File: src/rtl/phase_sequencer.sv
// Phase-strobe sequencer for the SIMPLE processor: front-panel button debounce,
// run/step/halt control, IN-instruction stall and retired-instruction counting.

module phase_sequencer_debounce #(
  parameter int DEBOUNCE_LEN = 16
) (
  input  logic clock,
  input  logic reset,
  input  logic button,
  output logic press
);
  localparam int              DB_W    = (DEBOUNCE_LEN > 1) ? $clog2(DEBOUNCE_LEN) : 1;
  localparam logic [DB_W-1:0] DB_LAST = DB_W'(DEBOUNCE_LEN - 1);
  localparam logic [DB_W-1:0] DB_ONE  = DB_W'(1);

  logic            sync1_r;
  logic            sync2_r;
  logic            level_r;
  logic            level_d_r;
  logic [DB_W-1:0] cnt_r;

  // synchronizer, stability counter and accepted-level history
  always_ff @(posedge clock or negedge reset) begin
    if (!reset) begin
      sync1_r   <= 1'b0;
      sync2_r   <= 1'b0;
      level_r   <= 1'b0;
      level_d_r <= 1'b0;
      cnt_r     <= '0;
    end else begin
      sync1_r   <= button;
      sync2_r   <= sync1_r;
      level_d_r <= level_r;
      if (sync2_r == level_r) begin
        cnt_r <= '0;
      end else if (cnt_r == DB_LAST) begin
        level_r <= sync2_r;
        cnt_r   <= '0;
      end else begin
        cnt_r <= cnt_r + DB_ONE;
      end
    end
  end

  assign press = level_r & ~level_d_r;
endmodule

module phase_sequencer #(
  parameter int DEBOUNCE_LEN = 16,
  parameter int CNT_W        = 16
) (
  input  logic             clock,
  input  logic             reset,
  input  logic             exec,
  input  logic             step,
  input  logic             halt,
  input  logic             in_wait,
  input  logic             in_valid,
  output logic             in_ack,
  output logic             p1,
  output logic             p2,
  output logic             p3,
  output logic             p3to4,
  output logic             p4,
  output logic             p5,
  output logic             systemRunning,
  output logic [CNT_W-1:0] retired
);
  typedef enum logic [1:0] {
    ST_IDLE = 2'd0,
    ST_RUN  = 2'd1,
    ST_STEP = 2'd2,
    ST_WAIT = 2'd3
  } state_t;

  typedef enum logic [2:0] {
    SL_S1  = 3'd0,
    SL_S2  = 3'd1,
    SL_S3  = 3'd2,
    SL_S34 = 3'd3,
    SL_S4  = 3'd4,
    SL_S5  = 3'd5
  } slot_t;

  localparam logic [CNT_W-1:0] RET_ONE = CNT_W'(1);

  function automatic slot_t next_slot(input slot_t cur);
    case (cur)
      SL_S1:   next_slot = SL_S2;
      SL_S2:   next_slot = SL_S3;
      SL_S3:   next_slot = SL_S34;
      SL_S34:  next_slot = SL_S4;
      SL_S4:   next_slot = SL_S5;
      default: next_slot = SL_S1;
    endcase
  endfunction

  state_t           state_r, state_nxt_s;
  slot_t            slot_r, slot_nxt_s;
  logic             stop_req_r, stop_nxt_s;
  logic             ret_step_r, ret_step_nxt_s;
  logic             exec_press_s, step_press_s;
  logic             active_nxt_s;
  logic             p1_nxt_s, p2_nxt_s, p3_nxt_s, p34_nxt_s, p4_nxt_s, p5_nxt_s;
  logic             running_nxt_s;
  logic             in_ack_s;
  logic [CNT_W-1:0] retired_nxt_s;
  logic             p1_r, p2_r, p3_r, p34_r, p4_r, p5_r, running_r;
  logic [CNT_W-1:0] retired_r;

  phase_sequencer_debounce #(.DEBOUNCE_LEN(DEBOUNCE_LEN)) u_exec_db (
    .clock (clock),
    .reset (reset),
    .button(exec),
    .press (exec_press_s)
  );

  phase_sequencer_debounce #(.DEBOUNCE_LEN(DEBOUNCE_LEN)) u_step_db (
    .clock (clock),
    .reset (reset),
    .button(step),
    .press (step_press_s)
  );

  // state, slot and registered outputs
  always_ff @(posedge clock or negedge reset) begin
    if (!reset) begin
      state_r    <= ST_IDLE;
      slot_r     <= SL_S1;
      stop_req_r <= 1'b0;
      ret_step_r <= 1'b0;
      p1_r       <= 1'b0;
      p2_r       <= 1'b0;
      p3_r       <= 1'b0;
      p34_r      <= 1'b0;
      p4_r       <= 1'b0;
      p5_r       <= 1'b0;
      running_r  <= 1'b0;
      retired_r  <= '0;
    end else begin
      state_r    <= state_nxt_s;
      slot_r     <= slot_nxt_s;
      stop_req_r <= stop_nxt_s;
      ret_step_r <= ret_step_nxt_s;
      p1_r       <= p1_nxt_s;
      p2_r       <= p2_nxt_s;
      p3_r       <= p3_nxt_s;
      p34_r      <= p34_nxt_s;
      p4_r       <= p4_nxt_s;
      p5_r       <= p5_nxt_s;
      running_r  <= running_nxt_s;
      retired_r  <= retired_nxt_s;
    end
  end

  // next state and slot
  always_comb begin
    state_nxt_s    = state_r;
    slot_nxt_s     = slot_r;
    stop_nxt_s     = stop_req_r;
    ret_step_nxt_s = ret_step_r;
    case (state_r)
      ST_IDLE: begin
        slot_nxt_s = SL_S1;
        stop_nxt_s = 1'b0;
        if (exec_press_s) begin
          state_nxt_s = ST_RUN;
        end else if (step_press_s) begin
          state_nxt_s = ST_STEP;
        end else begin
          state_nxt_s = ST_IDLE;
        end
      end
      ST_RUN, ST_STEP: begin
        if (exec_press_s) begin
          stop_nxt_s = 1'b1;
        end else begin
          stop_nxt_s = stop_req_r;
        end
        if ((slot_r == SL_S3) && in_wait) begin
          state_nxt_s    = ST_WAIT;
          slot_nxt_s     = SL_S34;
          ret_step_nxt_s = (state_r == ST_STEP);
        end else if (slot_r == SL_S5) begin
          slot_nxt_s = SL_S1;
          // a press landing on S5 itself counts as a stop request for this instruction
          if ((state_r == ST_STEP) || halt || stop_req_r || exec_press_s) begin
            state_nxt_s = ST_IDLE;
            stop_nxt_s  = 1'b0;
          end else begin
            state_nxt_s = state_r;
          end
        end else begin
          slot_nxt_s = next_slot(slot_r);
        end
      end
      ST_WAIT: begin
        slot_nxt_s = SL_S34;
        if (exec_press_s) begin
          state_nxt_s = ST_IDLE;
          slot_nxt_s  = SL_S1;
          stop_nxt_s  = 1'b0;
        end else if (in_valid) begin
          state_nxt_s = ret_step_r ? ST_STEP : ST_RUN;
        end else begin
          state_nxt_s = ST_WAIT;
        end
      end
      default: begin
        state_nxt_s = ST_IDLE;
        slot_nxt_s  = SL_S1;
        stop_nxt_s  = 1'b0;
      end
    endcase
  end

  // output decode from the upcoming state and slot, plus the combinational in_ack
  always_comb begin
    active_nxt_s  = (state_nxt_s == ST_RUN) || (state_nxt_s == ST_STEP);
    p1_nxt_s      = active_nxt_s && (slot_nxt_s == SL_S1);
    p2_nxt_s      = active_nxt_s && (slot_nxt_s == SL_S2);
    p3_nxt_s      = active_nxt_s && (slot_nxt_s == SL_S3);
    p34_nxt_s     = active_nxt_s && ((slot_nxt_s == SL_S34) || (slot_nxt_s == SL_S4));
    p4_nxt_s      = active_nxt_s && (slot_nxt_s == SL_S4);
    p5_nxt_s      = active_nxt_s && (slot_nxt_s == SL_S5);
    running_nxt_s = (state_nxt_s != ST_IDLE);
    if (p5_nxt_s) begin
      retired_nxt_s = retired_r + RET_ONE;
    end else begin
      retired_nxt_s = retired_r;
    end
    if ((state_r == ST_WAIT) && in_valid && !exec_press_s) begin
      in_ack_s = 1'b1;
    end else begin
      in_ack_s = 1'b0;
    end
  end

  assign in_ack        = in_ack_s;
  assign p1            = p1_r;
  assign p2            = p2_r;
  assign p3            = p3_r;
  assign p3to4         = p34_r;
  assign p4            = p4_r;
  assign p5            = p5_r;
  assign systemRunning = running_r;
  assign retired       = retired_r;
endmodule

File: config.mk
export PLATFORM = sky130hd
export DESIGN_NAME = phase_sequencer
export DESIGN_NICKNAME = d
export VERILOG_FILES = /design/src/rtl/phase_sequencer.sv
export SDC_FILE = /design/constraint.sdc
export NUM_CORES = 1
export LEC_CHECK = 0
export ABC_AREA = 1
export ABC_CLOCK_PERIOD_IN_PS = 5860
export BUFFER_PORTS_ARGS = -buffer_cell sky130_fd_sc_hd__buf_2
export CAP_MARGIN = 30
export CORE_UTILIZATION = 35
export CTS_CLUSTER_DIAMETER = 40
export DETAILED_ROUTE_END_ITERATION = 12
export HOLD_SLACK_MARGIN = 0.15
export PLACE_DENSITY = 0.62
export SETUP_SLACK_MARGIN = 0.3
export SYNTH_ARGS = -nofsm -noshare
export SYNTH_HDL_FRONTEND = slang
export SYNTH_SLANG_ARGS = --single-unit
export TNS_END_PERCENT = 1
File: constraint.sdc
create_clock -name clock -period 5.86 [get_ports clock]
set_clock_uncertainty 0.2 [all_clocks]
set_input_delay 1.172 -clock clock [delete_from_list [all_inputs] [get_ports clock]]
set_output_delay 1.172 -clock clock [all_outputs]
set_load 0.02 [all_outputs]
## After elaboration in Yosys (flattened, before gate mapping)

Index checks and enable logic that the tools add are counted.

| operators by class | value |
|---|---|
| muxes and demuxes | 25 |
| equal/unequal tests | 20 |
| bitwise operators | 6 |
| add/subtract/negate cells | 3 |
| reductions and logical operators | 23 |

Operator list:

| cell | count |
|---|---|
| $mux W2 | 9 |
| $add A16 B1 Y16 const B | 1 |
| $mux W4 | 4 |
| $pmux W3 S5 | 1 |
| $eq A3 B2 Y1 const B | 4 |
| $eq A3 B3 Y1 const B | 4 |
| $logic_and A1 B1 Y1 | 9 |
| $pmux W3 S3 | 1 |
| $add A4 B1 Y4 const B | 2 |
| $eq A4 B4 Y1 const B | 2 |
| $eq A2 B2 Y1 const B | 3 |
| $eq A3 B1 Y1 const B | 2 |
| $logic_not A3 Y1 | 2 |
| $mux W1 | 6 |
| $mux W3 | 2 |
| $pmux W2 S3 | 1 |
| $reduce_and A2 Y1 | 3 |
| $logic_or A1 B1 Y1 | 5 |
| $eq A2 B1 Y1 const B | 2 |
| $not A1 Y1 | 4 |
| $pmux W1 S3 | 1 |
| $and A1 B1 Y1 | 2 |
| $eq A1 B1 Y1 | 2 |
| $logic_not A2 Y1 | 1 |
| other kinds (4) | 4 |

| storage, ports and cells | value |
|---|---|
| word-level logic and storage cells | 99 |
| bits of input ports | 7 |
| bits in registers | 46 |
| output and inout port bits | 24 |

## Logic depth before layout (Yosys ltp)

Gate-level depths: netlist of run 1.

| logic depth | value |
|---|---|
| depth in word-level cells | 11 |
| gate-level depth with buffers | 15 |
| depth with buffers taken out | 15 |

## By module

Synthesis of run 1 repeated with hierarchy kept, for this count alone.

| unflattened totals | value |
|---|---|
| cells, all modules | 299 |
| area, all modules | 2371.0 µm² |

By module, submodules not included:

| module | seq. area each (µm²) | area an instance (µm²) | instances | cells each |
|---|---|---|---|---|
| phase_sequencer | 750.7 | 1762.9 | 1 | 239 |
| phase_sequencer_debounce | 200.2 | 304.0 | 2 | 30 |

## Least setup slack after synthesis of run 1

OpenSTA, ideal clock, no wires.

| timing path | value |
|---|---|
| path kind | input port to output port |
| from | input in_valid |
| to | output in_ack |
| arrival | 1496 ps |
| required time | 4488 ps |
| setup slack | 2992 ps |
| stages on the path | 2 |
| path buffers | 0 |
| cell sequence | inv_1 > nor2_1 |

| between the ends | value |
|---|---|
| longest elaborated chain between the ends | 3 |

RTL lines:

| what | RTL line | source |
|---|---|---|
| from (decl) | 58 | `input logic in_valid,` |
| $logic_and A1 B1 Y1 (2 in series) | 232 | `if ((state_r == ST_WAIT) && in_valid && !exec_press_s) begin` |
| $mux W1 | 232 |  |
| to (decl) | 59 | `output logic in_ack,` |

Every way passes these cells.

## Worst setup path in the final report of run 1

| timing path | value |
|---|---|
| from | register state_r[0] |
| to | register retired_r[9], in the netlist retired[9] |

| between the ends | value |
|---|---|
| longest elaborated chain between the ends | 11 |
| elaborated cells between the ends (all ways) | 18 |
| classes of those cells | eq/ne (6); mux (5); reduce/logical (7) |

RTL lines:

| what | RTL line | source |
|---|---|---|
| from (decl) | 98 | `state_t state_r, state_nxt_s;` |
| from (signal assigned) | 141 | `state_r <= state_nxt_s;` |
| $eq A2 B2 Y1 | 162, 187 |  |
| $logic_or A1 B1 Y1 (3 in series) | 187 | `if ((state_r == ST_STEP) \|\| halt \|\| stop_req_r \|\| exec_press_s) begin` |
| $mux W2 | 187 |  |
| $mux W2 | 184 | `end else if (slot_r == SL_S5) begin` |
| $mux W2 | 180 | `if ((slot_r == SL_S3) && in_wait) begin` |
| $pmux W2 S3 | 162 | `case (state_r)` |
| $eq A2 B1 Y1 / $eq A2 B2 Y1 (equally long branches) | 219 | `active_nxt_s = (state_nxt_s == ST_RUN) \|\| (state_nxt_s == ST_STEP);` |
| $logic_or A1 B1 Y1 | 219 |  |
| $logic_and A1 B1 Y1 (*) | 225 | `p5_nxt_s = active_nxt_s && (slot_nxt_s == SL_S5);` |
| to (signal assigned) | 152 | `retired_r <= retired_nxt_s;` |
| to (decl) | 109 | `logic [CNT_W-1:0] retired_r;` |

Mark *: on every way between the ends. The rest lies on a longest branch, timed or not.
A chain may end at the register's enable or synchronous reset.

==> reports/results.txt, run 1 <==
outcome -> finished with violations
failing checks -> design-rule violations
layout cells sized above 1 -> 16.92%
post-route insts no fill -> 402
largest net degree at the start of global routing -> 38
number of hold buffers added after cts -> 0
Final min period -> 2993 ps
Hold WC Path Type -> register to register
Final setup viols -> 0
first-pass GRT wire length -> 8.100 mm
switching power total -> 184.2 uW
clk slew on worst S/H paths -> 80 ps
Area contributors post-synth -> dfrtp_1, nand2_1, nor2_1, inv_1, nand3_1
Top Metal Used -> met4
Internal -> 499.8 uW
core box area -> 0.006459 sq mm
RSZ-0062 raised after global routing -> no
Cell Area, Synth -> 0.002369 sq mm
crit end category -> register
Reg power frac -> 49.6%
Clock Sink Count -> 46
Max clock buf depth -> 2
Worst Setup Start Kind -> register
Root Driver -> clkbuf_8
Max Cap Viol -> 0
1st-pass router iterations -> 8
routed length per instance -> 11.40 microns
Initial Util -> 36.67%
I/O pin count -> 31
Total GRT Usage -> 14.26%
dpl cells -> 395
top-area cell type share of the netlist area -> 48.60%
RePlAce Congestion -> 0.8215
# DRC -> 2
Seq cells post-synth -> 46
Sw Share -> 26.93%
post-DP HPWL -> 3.439 mm
vias after detailed routing -> 1884
Worst-Skew Late Latency -> 290 ps
global route overflow -> 0
Die Width -> 84.27 microns
# Post-CTS Setup Buffers -> 0
largest fanout on the critical path -> 14
number of flops mapped to enable cells by yosys -> 0
Fill cells -> 635
row cnt -> 29
worst slew pin tran -> 462.3 ps
Final Max Tran Viols -> 0
Combinational Power Share -> 15.8%
CTS tree -> built
Critical Path AT -> 2980 ps
library cells used by synthesis -> 29
1st-iter DRT viols -> 73
fmax -> 334.1 MHz
# H-tree levels -> 2
Final period util -> 51.08%
fin nets -> 339
number of CTS-inserted buffers -> 5
Critical Path RT -> 5850 ps
final hold vios -> 0
met2 wire length -> 1.981 mm
Synth Area per Inst -> 8.167 sq um
most frequent cells after synthesis -> nand2_1, dfrtp_1, nor2_1
relative slew slack -> 69.18%
PwrDens -> 251.0 mW/mm^2
Yosys warning count -> 0
drt total wl -> 4.583 mm
top_reg_cell synth -> dfrtp_1
# resized after CTS -> 0
ANT cells -> 0
P_leak -> 1.399 nW
vias in the first global route -> 1739
kind of critical path -> register to register
Synth Instances -> 290
Clk pwr share -> 34.6%
Layout area overhead -> 15.06%
leading area contributor after synthesis -> dfrtp_1
register area share after synthesis -> 48.60%
synthesized net count -> 304
Antenna Nets Post-Route -> 0
most frequent cell after synthesis -> nand2_1
Metal-1 WL -> 2.415 mm
Port Buffer Count -> 30
Die Y -> 84.27 microns
ys async rst share -> 100.0%
die area -> 0.007101 sq mm
setup TNS -> 0 ps
Worst VDD drop -> 0.09832 mV
DR vias/cell -> 4.687
detailed-routed wire length on met3 -> 126 microns
initial antenna violation count -> 0
==> cells by family (layout without fill, tap and decap cells) <==
logic type	after synthesis	count (layout)	share of synthesized area [%]
multiplexers	1	1	0.4754
AND/OR/NAND/NOR	173	173	33.60
flip-flops	46	46	48.60
AO/OA/AOI/OAI	15	15	3.593
buffers and inverters	39	74	6.709
XOR/XNOR	9	9	3.328
adder cells (fa/ha/maj)	7	7	3.698
==> critical path: stages, from the launching register on <==
cell	delay, ps
dfrtp_1	410
inv_1	90
ha_1	300
inv_1	160
nor2_1	160
inv_1	70
nor3_1	210
a21oi_1	70
ha_1	580
inv_1	160
nor2_4	230
nand3_1	110
nand2_1	80
nand2_1	50
==> final cells by class <==
class	count	area, sq um	area share, %
Sequential cell	46	1151	42.24
Multi-Input combinational cell	205	1059	38.84
Timing Repair Buffer	31	170.2	6.244
Inverter	36	136.4	5.005
Tap cell	77	96.34	3.535
Clock buffer	6	82.58	3.030
Clock inverter	1	30.03	1.102
==> placed cells by master, fill, tap and decap left out <==
master and instances:
nand2_1 82, dfrtp_1 46, nor2_1 39, inv_1 32, buf_2 30, nand3_1 21
nand4_1 15, ha_1 7, a21oi_1 6, xnor2_1 6, clkbuf_8 6, nand2_2 5
nor2_4 4, o21ai_0 4, inv_2 3, xor2_1 3, nand3b_1 3, nor3b_1 1
o211ai_1 1, nor3_1 1, a21oi_2 1, nand4_4 1, clkinv_2 1, a31oi_1 1
o21ai_1 1, nand3_2 1, a22oi_1 1, mux2_2 1, bufinv_16 1, buf_12 1
==> worst paths after layout <==
kind,start,endpoint,slack [ps],cells past startpoint
min reg2reg,u_step_db.sync1_r,u_step_db.sync2_r,150,0
max in group asynchronous,reset,u_exec_db.sync1_r,4440,2
min in group asynchronous,reset,retired[15],540,1
max reg2reg,state_r[0],retired[9],2870,13
max,state_r[0],retired[9],2870,13
min,u_step_db.sync1_r,u_step_db.sync2_r,150,0
==> sequential cells by signal, indices dropped and copies added (netlist names), 2 cells and up <==
name	cells
slot_r	3
retired	16
u_step_db.cnt_r	4
state_r	2
u_exec_db.cnt_r	4
==> per-stage QoR <==
step	worst slack (ps)	power, mW	util [%]	hold WS [ps]	area (sq um)
after floorplan	2992	0.4227	-	131.2	2369
after global placement	2600	0.4526	40.14	133.6	2592
after detailed placement	2565	0.4554	40.45	137.9	2613
after CTS	2880	0.6949	42.19	157.1	2725
after global routing	2620	0.7218	42.19	166.8	2725
final	2867	0.6840	42.19	152.7	2725
==> layer usage <==
metal,track usage [%],vias to the layer above
met5,0,-
met4,4.859,0
met3,2.360,4
met2,21.98,26
met1,20.38,861
li1,-,993
==> power groups by stage <==
stage / Combinational [mW] / Clock (mW) / Sequential, mW
global route: 0.123 / 0.257 / 0.341
CTS: 0.110 / 0.245 / 0.340
detailed placement: 0.109 / 0 / 0.346
global placement: 0.107 / 0 / 0.346
floorplan: 0.0705 / 0 / 0.352
finish: 0.108 / 0.237 / 0.339
Note: power is estimated with default switching activity, not from simulation.
==> inputs of run 2 (changes only) <==
Settings changed: ABC_CLOCK_PERIOD_IN_PS 5860 to 3100.
Clock period 5.86 ns to 3.1 ns, I/O delays scaled along.
==> reports/results.txt, run 2 (synthesized netlist as in run 1, its figures left out) <==
outcome -> finished with violations (unchanged)
failing checks -> design-rule violations (unchanged)
Clock Sink Count -> 46 (unchanged)
Worst-Skew Late Latency -> 300 ps (was 290 ps)
WHS Endpoint -> u_exec_db.sync2_r (was u_step_db.sync2_r)
Internal -> 846.2 uW (was 499.8 uW)
initial antenna violation count -> 0 (unchanged)
# DRC -> 2 (unchanged)
largest fanout on the critical path -> 8 (was 14)
Combinational Power Share -> 17.8% (was 15.8%)
Die Y -> 84.27 microns (unchanged)
max reg flops -> 16 (unchanged)
Reg power frac -> 53.4% (was 49.6%)
I/O pin count -> 31 (unchanged)
Total GRT Usage -> 14.66% (was 14.26%)
crit path max-delay cell type -> dfrtp_1 (was ha_1)
Final period util -> 81.26% (was 51.08%)
Layout area overhead -> 14.58% (was 15.06%)
final core occ -> 42.02% (was 42.19%)
relative slew slack -> 59.26% (was 69.18%)
Die Width -> 84.27 microns (unchanged)
Initial Util -> 36.67% (unchanged)
sequential cell area -> 0.001151 sq mm (unchanged)
global route overflow -> 0 (unchanged)
ANT cells -> 0 (unchanged)
R2R cell count -> 14 (was 13)
worst slew pin tran -> 611.1 ps (was 462.3 ps)
routed length per instance -> 11.58 microns (was 11.40 microns)
Sw Share -> 29.57% (was 26.93%)
layout cells sized above 1 -> 17.68% (was 16.92%)
kind of critical path -> register to register (unchanged)
Critical Path AT -> 2560 ps (was 2980 ps)
1st-iter DRT viols -> 63 (was 73)
hold depth -> 0 (unchanged)
flop2flop setup slack -> 580 ps (was 2870 ps)
Final WS setup -> 580.9 ps (was 2867 ps)
Antenna Nets Post-Route -> 0 (unchanged)
Buf+Inv Stages, Crit Path -> 5 (was 4)
met2 wire length -> 2.087 mm (was 1.981 mm)
Hold Startpoint -> u_exec_db.sync1_r (was u_step_db.sync1_r)
vias after detailed routing -> 1909 (was 1884)
# H-tree levels -> 2 (unchanged)
Max clock buf depth -> 2 (unchanged)
switching power total -> 355.3 uW (was 184.2 uW)
Top cell by count, worst path -> inv_1 (unchanged)
clk slew on worst S/H paths -> 80 ps (about the same)
most common cell after layout, fill and taps aside -> nand2_1 (unchanged)
first-pass GRT wire length -> 8.211 mm (was 8.100 mm)
Place WS -> 417.2 ps (was 2565 ps)
1st-pass router iterations -> 8 (unchanged)
core box area -> 0.006459 sq mm (unchanged)
crit end category -> register (unchanged)
CTS tree -> built (unchanged)
drt total wl -> 4.690 mm (was 4.583 mm)
critical path's top delay family -> simple AND/OR/NAND/NOR gates (was adder cells)
final hold vios -> 0 (unchanged)
Max Cap Viol -> 0 (unchanged)
detailed-routed wire length on met3 -> 166 microns (was 126 microns)
setup TNS -> 0 ps (unchanged)
worst r2r src -> state_r[0] (unchanged)
RSZ-0062 raised after global routing -> no (unchanged)
Final setup viols -> 0 (unchanged)
Port Buffer Count -> 30 (unchanged)
P_leak -> 1.395 nW (was 1.399 nW)
post-DP HPWL -> 3.499 mm (was 3.439 mm)
Clk pwr share -> 28.8% (was 34.6%)
Worst VDD drop -> 0.1413 mV (was 0.09832 mV)
Final min period -> 2519 ps (was 2993 ps)
Post-DP Area -> 0.002615 sq mm (was 0.002613 sq mm)
critical-path cell list -> inv_1 -> ha_2 -> inv_1 -> nor2_1 -> inv_1 -> nor3_1 -> a21oi_1 -> ha_1 -> inv_1 -> nor2_4 -> inv_2 -> nor2_4 -> nand2_1 -> nand2_1 (was inv_1 -> ha_1 -> inv_1 -> nor2_1 -> inv_1 -> nor3_1 -> a21oi_1 -> ha_1 -> inv_1 -> nor2_4 -> nand3_1 -> nand2_1 -> nand2_1)
die area -> 0.007101 sq mm (unchanged)
commonest cells after routing, fill and taps aside -> nand2_1, dfrtp_1, nor2_1 (unchanged)
RePlAce Congestion -> 0.7798 (was 0.8215)
number of CTS-inserted buffers -> 5 (unchanged)
# Post-CTS Setup Buffers -> 0 (unchanged)
fin nets -> 342 (was 339)
vias in the first global route -> 1792 (was 1739)
RR Endpoint -> retired[1] (was retired[9])
power after layout -> 1.201 mW (was 684.1 uW)
fmax -> 397.0 MHz (was 334.1 MHz)
PwrDens -> 442.7 mW/mm^2 (was 251.0 mW/mm^2)
Fill cells -> 634 (was 635)
DR vias/cell -> 4.714 (was 4.687)
crit path from -> state_r[0] (unchanged)
Worst Setup Start Kind -> register (unchanged)
fin area -> 0.002714 sq mm (was 0.002725 sq mm)
Metal-1 WL -> 2.347 mm (was 2.415 mm)
slowest cell delay on critical path -> 400 ps (was 580 ps)
Top Metal Used -> met4 (unchanged)
row cnt -> 29 (unchanged)
Hold WC Path Type -> register to register (unchanged)
Root Driver -> clkbuf_8 (unchanged)
Final Max Tran Viols -> 0 (unchanged)
Multi-input gate area -> 0.001069 sq mm (was 0.001059 sq mm)
largest net degree at the start of global routing -> 27 (was 38)
Critical Path RT -> 3140 ps (was 5850 ps)
run 2: changes by cell type in the layout (fill, tap and decap cells not counted), sizes merged:
| cell | delta |
|---|---|
| dlygate4sd3 | +1 |
| clkbuf | -1 |
| bufinv | -1 |
| clkinv | +2 |
| buf | +2 |
run 2: area by class of cell:
class / count / area share, %
Sequential cell: 46 / 42.42
Tap cell: 77 / 3.550
Inverter: 36 / 5.025
Clock inverter: 2 / 0.3688
Clock buffer: 5 / 2.536
Multi-Input combinational cell: 205 / 39.37
Timing Repair Buffer: 34 / 6.731
run 2: worst max path at each step:
stage,cells after the start,to
2_1_floorplan,13,retired[11]
3_3_place_gp,12,retired[0]
3_5_place_dp,12,retired[12]
4_1_cts,12,retired[13]
5_1_grt,14,retired[1]
6_report,14,retired[1]
run 2: power by group through the flow:
stage / registers [mW] / logic [mW] / clock network [mW]
CTS: 0.642 / 0.213 / 0.364
detailed placement: 0.653 / 0.211 / 0
global placement: 0.652 / 0.209 / 0
finish: 0.641 / 0.214 / 0.346
floorplan: 0.666 / 0.133 / 0
global route: 0.644 / 0.241 / 0.389
run 2: layer usage:
layer	GRT usage (%)	up-vias
li1	-	1002
met1	19.68	870
met2	22.95	31
met3	3.245	6
met4	6.113	0
met5	0	-
run 2: timing repair:
item	in CTS	in global routing
endpoints found under the setup margin	0	13
hold buffers	1	0
resized for setup	0	2
endpoints found under the hold margin	25	0
run 2: per-stage QoR:
stage	hold WS [ps]	instances
floorplan	124.4	290
detailed placement	137.1	397
global placement	133.9	397
CTS	156.0	405
finish	153.0	405
global route	164.2	405
